`config.mk`:
```
export PLATFORM = sky130hd
export DESIGN_NAME = lru_state_array
export DESIGN_NICKNAME = d
export VERILOG_FILES = /design/src/rtl/lru_pkg.sv /design/src/rtl/lru_ram.sv /design/src/rtl/lru_state_array.sv
export SDC_FILE = /design/constraint.sdc
export NUM_CORES = 1
export LEC_CHECK = 0
export BUFFER_PORTS_ARGS = -buffer_cell sky130_fd_sc_hd__buf_2
export CELL_PAD_IN_SITES_DETAIL_PLACEMENT = 1
export CELL_PAD_IN_SITES_GLOBAL_PLACEMENT = 1
export CORE_MARGIN = 2
export CORE_UTILIZATION = 30
export CTS_CLUSTER_DIAMETER = 150
export DETAILED_ROUTE_END_ITERATION = 16
export PLACE_DENSITY = 0.58
export SLEW_MARGIN = 20
export SYNTH_ARGS = -nofsm -noshare
export SYNTH_HDL_FRONTEND = slang
export SYNTH_SLANG_ARGS = --single-unit
export TNS_END_PERCENT = 20
```
`constraint.sdc`:
```
create_clock -name clk -period 2.3 [get_ports clk]
set_clock_uncertainty 0.15 [all_clocks]
set_input_delay 0.115 -clock clk [delete_from_list [all_inputs] [get_ports clk]]
set_output_delay 0.115 -clock clk [all_outputs]
set_load 0.1 [all_outputs]
```
`src/rtl/lru_pkg.sv`:
```
// lru_pkg: shared widths, init values, FSM encoding and entry layout for the
// 3-way LRU state array. Optional feature macro: LRU_PARITY_EN (adds one
// even-parity bit per stored entry).
package lru_pkg;

  localparam int LRU_W = 9;
  localparam int VLD_W = 3;

  localparam logic [LRU_W-1:0] LRU_INIT = 9'h000;
  localparam logic [VLD_W-1:0] VLD_INIT = 3'b000;

  // FSM encoding kept as plain constants so older tools can consume it.
  localparam logic [0:0] INIT = 1'b0;
  localparam logic [0:0] RUN  = 1'b1;

`ifdef LRU_PARITY_EN
  localparam int PAR_W = 1;
`else
  localparam int PAR_W = 0;
`endif

  // Stored entry: {[parity,] vld, lru}; lru sits in the low bits.
  localparam int ENTRY_W = LRU_W + VLD_W + PAR_W;

  typedef struct packed {
    logic [VLD_W-1:0] vld;
    logic [LRU_W-1:0] lru;
  } lru_entry_t;

  // Even parity bit: chosen so the XOR over {parity, vld, lru} is zero.
  function automatic logic lru_parity(input lru_entry_t ent);
    return ^ent;
  endfunction

endpackage

```
`src/rtl/lru_ram.sv`:
```
// lru_ram: NUM_SETS x ENTRY_W storage with one synchronous write port and
// one combinational read port; the parent registers the read data.
// Entry width grows by one bit when LRU_PARITY_EN is defined.
module lru_ram
  import lru_pkg::*;
#(
  parameter int NUM_SETS = 32,
  parameter int SET_W    = 5
) (
  input  logic               clk,
  input  logic               we_i,
  input  logic [SET_W-1:0]   waddr_i,
  input  logic [ENTRY_W-1:0] wdata_i,
  input  logic [SET_W-1:0]   raddr_i,
  output logic [ENTRY_W-1:0] rdata_o
);

  logic [ENTRY_W-1:0] mem_q [NUM_SETS];

  // Write port: contents have no reset; the parent's init walk clears them.
  always_ff @(posedge clk) begin
    if (we_i) begin
      mem_q[waddr_i] <= wdata_i;
    end
  end

  assign rdata_o = mem_q[raddr_i];

endmodule

```
`src/rtl/lru_state_array.sv`:
```
// lru_state_array: per-set 3-way replacement state (9-bit pairwise LRU vector
// plus 3 way-valid bits). A walker clears every set after reset or flush,
// reads return one cycle after acceptance, and a same-cycle write to the
// read set is forwarded. Optional feature macro: LRU_PARITY_EN (stores an
// even-parity bit per entry and reports mismatches on par_err).
module lru_state_array
  import lru_pkg::*;
#(
  parameter int NUM_SETS = 32,
  parameter int SET_W    = 5
) (
  input  logic             clk,
  input  logic             rst,
  input  logic             flush,
  output logic             ready,
  input  logic             rd_req,
  input  logic [SET_W-1:0] rd_set,
  output logic             rd_ack,
  output logic [LRU_W-1:0] rd_lru,
  output logic [VLD_W-1:0] rd_vld,
  input  logic             wr_req,
  input  logic [SET_W-1:0] wr_set,
  input  logic [LRU_W-1:0] wr_lru,
  input  logic [VLD_W-1:0] wr_vld
`ifdef LRU_PARITY_EN
  ,
  output logic             par_err
`endif
);

  // One extra counter bit so the terminal compare can never alias on wrap.
  localparam logic [SET_W:0] LAST_SET = (SET_W + 1)'(NUM_SETS - 1);

  logic [0:0]         state_q, state_d;
  logic [SET_W:0]     init_cnt_q, init_cnt_d;
  logic               in_run;
  logic               init_last;
  logic               rd_acc;
  logic               wr_acc;
  logic               fwd;

  logic               ram_we;
  logic [SET_W-1:0]   ram_waddr;
  logic [ENTRY_W-1:0] ram_wdata;
  logic [ENTRY_W-1:0] ram_rdata;

  logic               rd_ack_q;
  logic [LRU_W-1:0]   rd_lru_q, rd_lru_d;
  logic [VLD_W-1:0]   rd_vld_q, rd_vld_d;
  lru_entry_t         wr_ent;
  lru_entry_t         init_ent;

  assign in_run    = (state_q == RUN);
  assign init_last = (init_cnt_q == LAST_SET);

  // A request issued alongside flush is dropped, as is anything during INIT.
  assign rd_acc = in_run & rd_req & ~flush;
  assign wr_acc = in_run & wr_req & ~flush;
  assign fwd    = wr_acc & (wr_set == rd_set);

  assign wr_ent   = '{vld: wr_vld, lru: wr_lru};
  assign init_ent = '{vld: VLD_INIT, lru: LRU_INIT};

  // Next-state logic: flush always restarts the walk; INIT steps through sets.
  always_comb begin
    state_d    = state_q;
    init_cnt_d = init_cnt_q;
    if (flush) begin
      state_d    = INIT;
      init_cnt_d = '0;
    end else if (!in_run) begin
      if (init_last) begin
        state_d = RUN;
      end else begin
        init_cnt_d = init_cnt_q + 1'b1;
      end
    end
  end

  // FSM and walker registers; reset lands in the same state as a flush.
  always_ff @(posedge clk or posedge rst) begin
    if (rst) begin
      state_q    <= INIT;
      init_cnt_q <= '0;
    end else begin
      state_q    <= state_d;
      init_cnt_q <= init_cnt_d;
    end
  end

  // RAM write port: the walker owns it during INIT, requests own it in RUN.
  always_comb begin
    ram_we    = 1'b0;
    ram_waddr = wr_set;
`ifdef LRU_PARITY_EN
    ram_wdata = {lru_parity(wr_ent), wr_ent};
`else
    ram_wdata = wr_ent;
`endif
    if (!in_run) begin
      ram_we    = 1'b1;
      ram_waddr = init_cnt_q[SET_W-1:0];
`ifdef LRU_PARITY_EN
      ram_wdata = {1'b0, init_ent};
`else
      ram_wdata = init_ent;
`endif
    end else if (wr_acc) begin
      ram_we = 1'b1;
    end
  end

  lru_ram #(
    .NUM_SETS (NUM_SETS),
    .SET_W    (SET_W)
  ) u_ram (
    .clk      (clk),
    .we_i     (ram_we),
    .waddr_i  (ram_waddr),
    .wdata_i  (ram_wdata),
    .raddr_i  (rd_set),
    .rdata_o  (ram_rdata)
  );

  // Read mux: write-first forwarding when both ports hit the same set.
  always_comb begin
    rd_lru_d = ram_rdata[LRU_W-1:0];
    rd_vld_d = ram_rdata[LRU_W+VLD_W-1:LRU_W];
    if (fwd) begin
      rd_lru_d = wr_lru;
      rd_vld_d = wr_vld;
    end
  end

  // Output registers: data only updates on an accepted read, ack is a pulse.
  always_ff @(posedge clk or posedge rst) begin
    if (rst) begin
      rd_ack_q <= 1'b0;
      rd_lru_q <= LRU_INIT;
      rd_vld_q <= VLD_INIT;
    end else begin
      rd_ack_q <= rd_acc;
      if (rd_acc) begin
        rd_lru_q <= rd_lru_d;
        rd_vld_q <= rd_vld_d;
      end
    end
  end

`ifdef LRU_PARITY_EN
  logic par_err_q;

  // Parity flag: forwarded data is freshly generated, so it is never flagged.
  always_ff @(posedge clk or posedge rst) begin
    if (rst) begin
      par_err_q <= 1'b0;
    end else begin
      par_err_q <= rd_acc & ~fwd & (^ram_rdata);
    end
  end

  assign par_err = par_err_q;
`endif

  assign ready  = in_run;
  assign rd_ack = rd_ack_q;
  assign rd_lru = rd_lru_q;
  assign rd_vld = rd_vld_q;

endmodule

```
; ---- Word-level counts from Yosys, hierarchy flattened
; Memory sizes are Yosys's and may differ from the RTL's. A register that Yosys moved wholly into a read port is not among the register bits.
; Cells that the tools add are included.
; Widths: inputs -> output; s select.
[classes]
n_addsub = 1
n_eq_ne = 3
muxes = 12
bitwise = 5
reduce_logical = 1
[ops]
columns = operator, count
row1 = $mux 6, 3
row2 = $mux 12, 1
row3 = $mux 1, 7
row4 = $add 6x1->6 const B, 1
row5 = $eq 6x5->1 const B, 1
row6 = $mux 5, 1
row7 = $and 1x1->1, 4
row8 = $ne 2x2->1 const B, 2
row9 = $reduce_and 2->1, 1
row10 = $not 1->1, 1
[word_totals]
reg_bits = 8
ram_bits = 384
in_bits = 27
output_inout_bits = 14
elab_cells = 26
mem_count = 1
[mem_list]
columns = name, depth, word_bits, rd, rd_ports_with_merged_regs, wr, line
row1 = u_ram.mem_q, 32, 12, 1, 1, 1, lru_ram.sv:18  ; logic [ENTRY_W-1:0] mem_q [NUM_SETS];

; ---- Logic depth before layout (Yosys ltp)
[depth]
word_depth = 6
ltp_mapped = 9
ltp_nobuf = 7

; ---- By module
; From an unflattened synthesis, not the netlist that was laid out.
[hier_totals]
cells_unflattened = 997
area_unflattened_um2 = 16499.6
[modules_own_cells]
columns = mod, n_inst, cells_per_inst, area_each_um2, seq_area_each_um2
row1 = lru_ram, 1, 856, 15228.4, 11531.1
row2 = lru_state_array, 1, 141, 1271.2, 500.5

; ---- Worst setup path after synthesis
; Ideal clock, no wire load.
[synth_path]
path_type = reg2reg
from = reg state_q, in the netlist ready
to = mem u_ram.mem_q[24][0] (netlist name), enable pin
setup_time_ps = 380
arrival_time_ps = 2625
required_time_ps = 1770
slack_ps = -855
path_stages_with_launch = 8
n_path_buf = 3
period_less_slack_ps = 3155
path_cell_list = dfrtp_1 -> buf_2 -> buf_2 -> clkbuf_1 -> nand2_1 -> o22ai_1 -> nand2_1 -> nor2_1
[synth_between]
elab_chain_len = 6
word_cells_on_any_way = 7
classes_between = mux: 5 / bitwise: 2
[synth_lines]
columns = element, line
row1 = start: declaration, lru_state_array.sv:34  ; logic [0:0] state_q, state_d;
row2 = start signal: assignment, lru_state_array.sv:86  ; state_q <= state_d;
row3 = $and 1x1->1 (2 in a row), lru_state_array.sv:58  ; assign wr_acc = in_run & wr_req & ~flush;
row4 = $mux 1, lru_state_array.sv:108  ; end else if (wr_acc) begin
row5 = $mux 1, lru_state_array.sv:100  ; if (!in_run) begin
row6 = $mux 1, lru_ram.sv:22  ; if (we_i) begin
row7 = $mux 1 (not written as such), lru_ram.sv:23  ; mem_q[waddr_i] <= wdata_i;
row8 = end: declaration, lru_ram.sv:18
; Parallel ways exist; a longest one is shown, timed or not.

; ---- Final worst setup path
[layout_path]
from = reg state_q, in the netlist ready
to = mem u_ram.mem_q[3][3] (netlist name), enable pin
; Same word-level chain as after synthesis.

==> flow_summary.ini <==
[pwr]
seqPwrFrac_pct = 49.1
vdd_drop_max_mv = 0.531
switching_share_pct = 22.2
p_int_w = 0.0128
powerDensity_mw_per_mm2 = 803
power.leakage_nw = 7.34
p_comb_share_pct = 6.9
clockPowerShare_pct = 44.0
switching_power_w = 0.00365

[place]
io_buffers = 40
dp_hpwl_um = 28500
gp_congestion = 0.782

[route]
drc_errors = 0
wl_per_cell_um = 23.3
first_pass_iters = 4
routed_via_density = 4.92
antenna_left = 0
drt_wl_total_um = 43300
drtIter0Drc = 571
vias = 9146

[run_status]
outcome = complete, no violations

[sta]
tns_ns = 0
timing.fmax_ghz = 0.453
hold_viol_final = 0
post-route-period-util_pct = 95.9
relSlewSlack_pct = 67.4
min_period_ns = 2.21
rsz0062_at_grt = no
holdWs_ns = 0.0239
final_max_slew_viol_count = 0
tightest_slew_ns = 0.492
setup_viol = 0

[floorplan]
start_util_pct = 30.3
die_width_um = 237
coreArea_mm2 = 0.0536
die-area_mm2 = 0.0560
io_pins = 41
rows = 85
die_height_um = 237

[worst_setup_path]
timing_worst_setup_path_type = flip-flop to flip-flop
path_buf_inv = 2
cp_max_fo = 26
critical-path-max-stage-delay_ns = 0.43
path_cells = buf_12 -> nand2b_1 -> and2_1 -> nand2_2 -> nor2_4 -> buf_12
cp_top_family = simple AND/OR/NAND/NOR gates
slowest_stage = dfrtp_4
critPathArrivalTime_ns = 2.33
path_common_cell = buf_12
cp-end-kind = flip-flop
required_ns = 2.42
cp-start-kind = flip-flop

[global_route]
grt_pass1_wl_um = 64400
grt.met3_usage_pct = 1.82
grtUsageMet1_pct = 20.9
track_usage_pct = 15.6
grt_busiest_layer = met2
antenna_found_initial = 1
global_route.usage.met2_pct = 26.6
first_global_vias = 9847
grt_max_degree = 34
grt-ovfl-total = 0

[synthesis]
synth_fp_nets = 1002
avgSynthCellArea_um2 = 16.7
synthCells = 974
dominantRegCellSynth = edfxtp_1
synth_seq_area_share_pct = 74.2
synth_seq_cells = 404
synth.cell_area_mm2 = 0.0162
synth-edff-count = 384
yosys_warnings = 0
async_reset_ff_share_pct = 4.95
yosys.cell_types.count = 44

[final_layout]
syn_to_final_growth_pct = 26.4
nNetsFinal = 1157
fillCellCount = 5379
drive_gt1_share_pct = 25.4
antenna_cells = 0

[clock_network]
path_clk_slew_ns = 0.06
cts-htree-levels = 2
insertion_delay_ns = 0.57
cts_buffers = 43
clockBufferDepth = 3
cts_sinks = 404
postCtsSetupRepairBufs = 0
cts_tree = built
cts_root_buf = clkbuf_16

[min_path]
holdCritPathClass = input port to flip-flop

[run]
maxCapViolations = 0
==> cells in the final DEF (no fill, tap or decap), types with 3 or more instances in the layout <==
cell	instances
edfxtp_1	384
mux2i_1	169
a22oi_1	74
nand2_1	67
buf_4	63
buf_12	47
clkbuf_16	44
buf_2	39
nor2_4	33
o22ai_1	21
dfrtp_1	19
inv_1	17
nor2_1	13
mux4_2	13
dlygate4sd3_1	13
o21ai_0	10
clkinv_2	10
o211ai_1	9
clkbuf_1	8
nand2b_1	7
a21oi_1	7
nand2_2	7
bufinv_16	7
xnor2_1	6
and2_1	6
nand2_4	6
nor2b_1	5
o32ai_4	5
clkinv_1	5
mux2_2	4
a211oi_1	3
nand3_1	3
clkinvlp_4	3
==> cells by family after synthesis <==
logic type	count (synthesis)	share of synthesized area, %
mux	188	12.7
xor+xnor	7	0.378
flops	404	74.2
fa+ha+maj	1	0.0771
compound gates	144	6.32
simple gates	160	4.26
buf+inv	70	2.07
==> final cells by class <==
class / instances / area [um2] / area share (%)
clock inverter: 27 / 327 / 1.59
sequential: 404 / 12000 / 58.7
clock buffer: 53 / 1140 / 5.58
multi-input combinational: 500 / 4320 / 21.0
inverter: 17 / 63.8 / 0.311
timing repair buffer: 163 / 1750 / 8.55
tap: 696 / 871 / 4.25
==> synthesized netlist by cell type, types with 3 or more instances <==
cell type    n  area, um2
edfxtp_1   384      11500
mux2i_1    170       1700
nand2_1     80        300
a22oi_1     74        556
nor2_1      45        169
buf_2       33        165
o22ai_1     22        138
dfrtp_1     20        500
inv_1       17       63.8
mux4_2      13        293
clkbuf_1    10       37.5
o21ai_0     10       50.1
o211ai_1     9       67.6
a21oi_1      8       40.0
nand2b_1     8       50.1
nor2b_1      7       43.8
and2_1       6       37.5
buf_1        6       22.5
xnor2_1      6       52.6
o32ai_1      5       43.8
a2111oi_0    4       35.0
mux2_2       4       45.0
nand3_1      4       20.0
a211oi_1     3       22.5
==> sequential cells by signal, summed over array words and instances, names as in the netlist <==
name,cells
u_ram.mem_q,384
init_cnt_q,6
rd_lru,9
rd_ack,1
rd_vld,3
ready,1
==> power by group through the flow <==
stage	clock (W)	sequential (W)	combinational, W
3_3_place_gp	0	0.00824	0.00111
6_report	0.00724	0.00809	0.00113
5_1_grt	0.00769	0.00809	0.00120
3_5_place_dp	0	0.00824	0.00112
4_1_cts	0.00741	0.00809	0.00115
2_1_floorplan	0	0.00835	0.000550
==> worst reg2reg max path, stage by stage, from the launching register on <==
cell and delay [ns]:
dfrtp_4 0.43, buf_12 0.20, nand2b_1 0.18, and2_1 0.34
nand2_2 0.24, nor2_4 0.23, buf_12 0.15
==> path summary, 6_finish.rpt <==
| check | end | from | slack (ns) | depth (start not counted) |
|---|---|---|---|---|
| worst min-delay path | rd_vld[1] | rd_set[2] | 0.02 | 4 |
| worst max-delay path | u_ram.mem_q[3][3] | ready | 0.09 | 6 |
| max in group asynchronous | ready | rst | 1.11 | 5 |
| min in group asynchronous | rd_lru[4] | rst | 0.57 | 5 |
| worst max register to register | u_ram.mem_q[3][3] | ready | 0.09 | 6 |
| worst min register to register | rd_vld[2] | rd_vld[2] | 0.39 | 2 |
==> routing by layer <==
layer | part of all wire [%] | vias to the layer above
met1 | 45 | 4803
li1 | - | 4144
met5 | 0 | -
met2 | 49 | 136
met3 | 2.8 | 63
met4 | 2.5 | 0
==> metrics by stage <==
stage	total power (W)	instance area (um2)	instances	util, %	worst slack, ns
after global routing	0.0170	20500	1860	38.3	0.00853
after CTS	0.0166	20500	1860	38.2	0.0381
after global placement	0.00935	18900	1767	35.2	0.0724
after detailed placement	0.00936	18900	1767	35.2	0.0435
final	0.0165	20500	1860	38.3	0.0940
after floorplan	0.00890	16700	974	-	0.00700
==> timing repair <==
action	4_1_cts	5_1_grt
resized for setup	0	5
endpoints found under the hold margin	38	0
setup endpoints to repair	0	13
hold buffers	13	0
(Power assumes the default switching activity.)
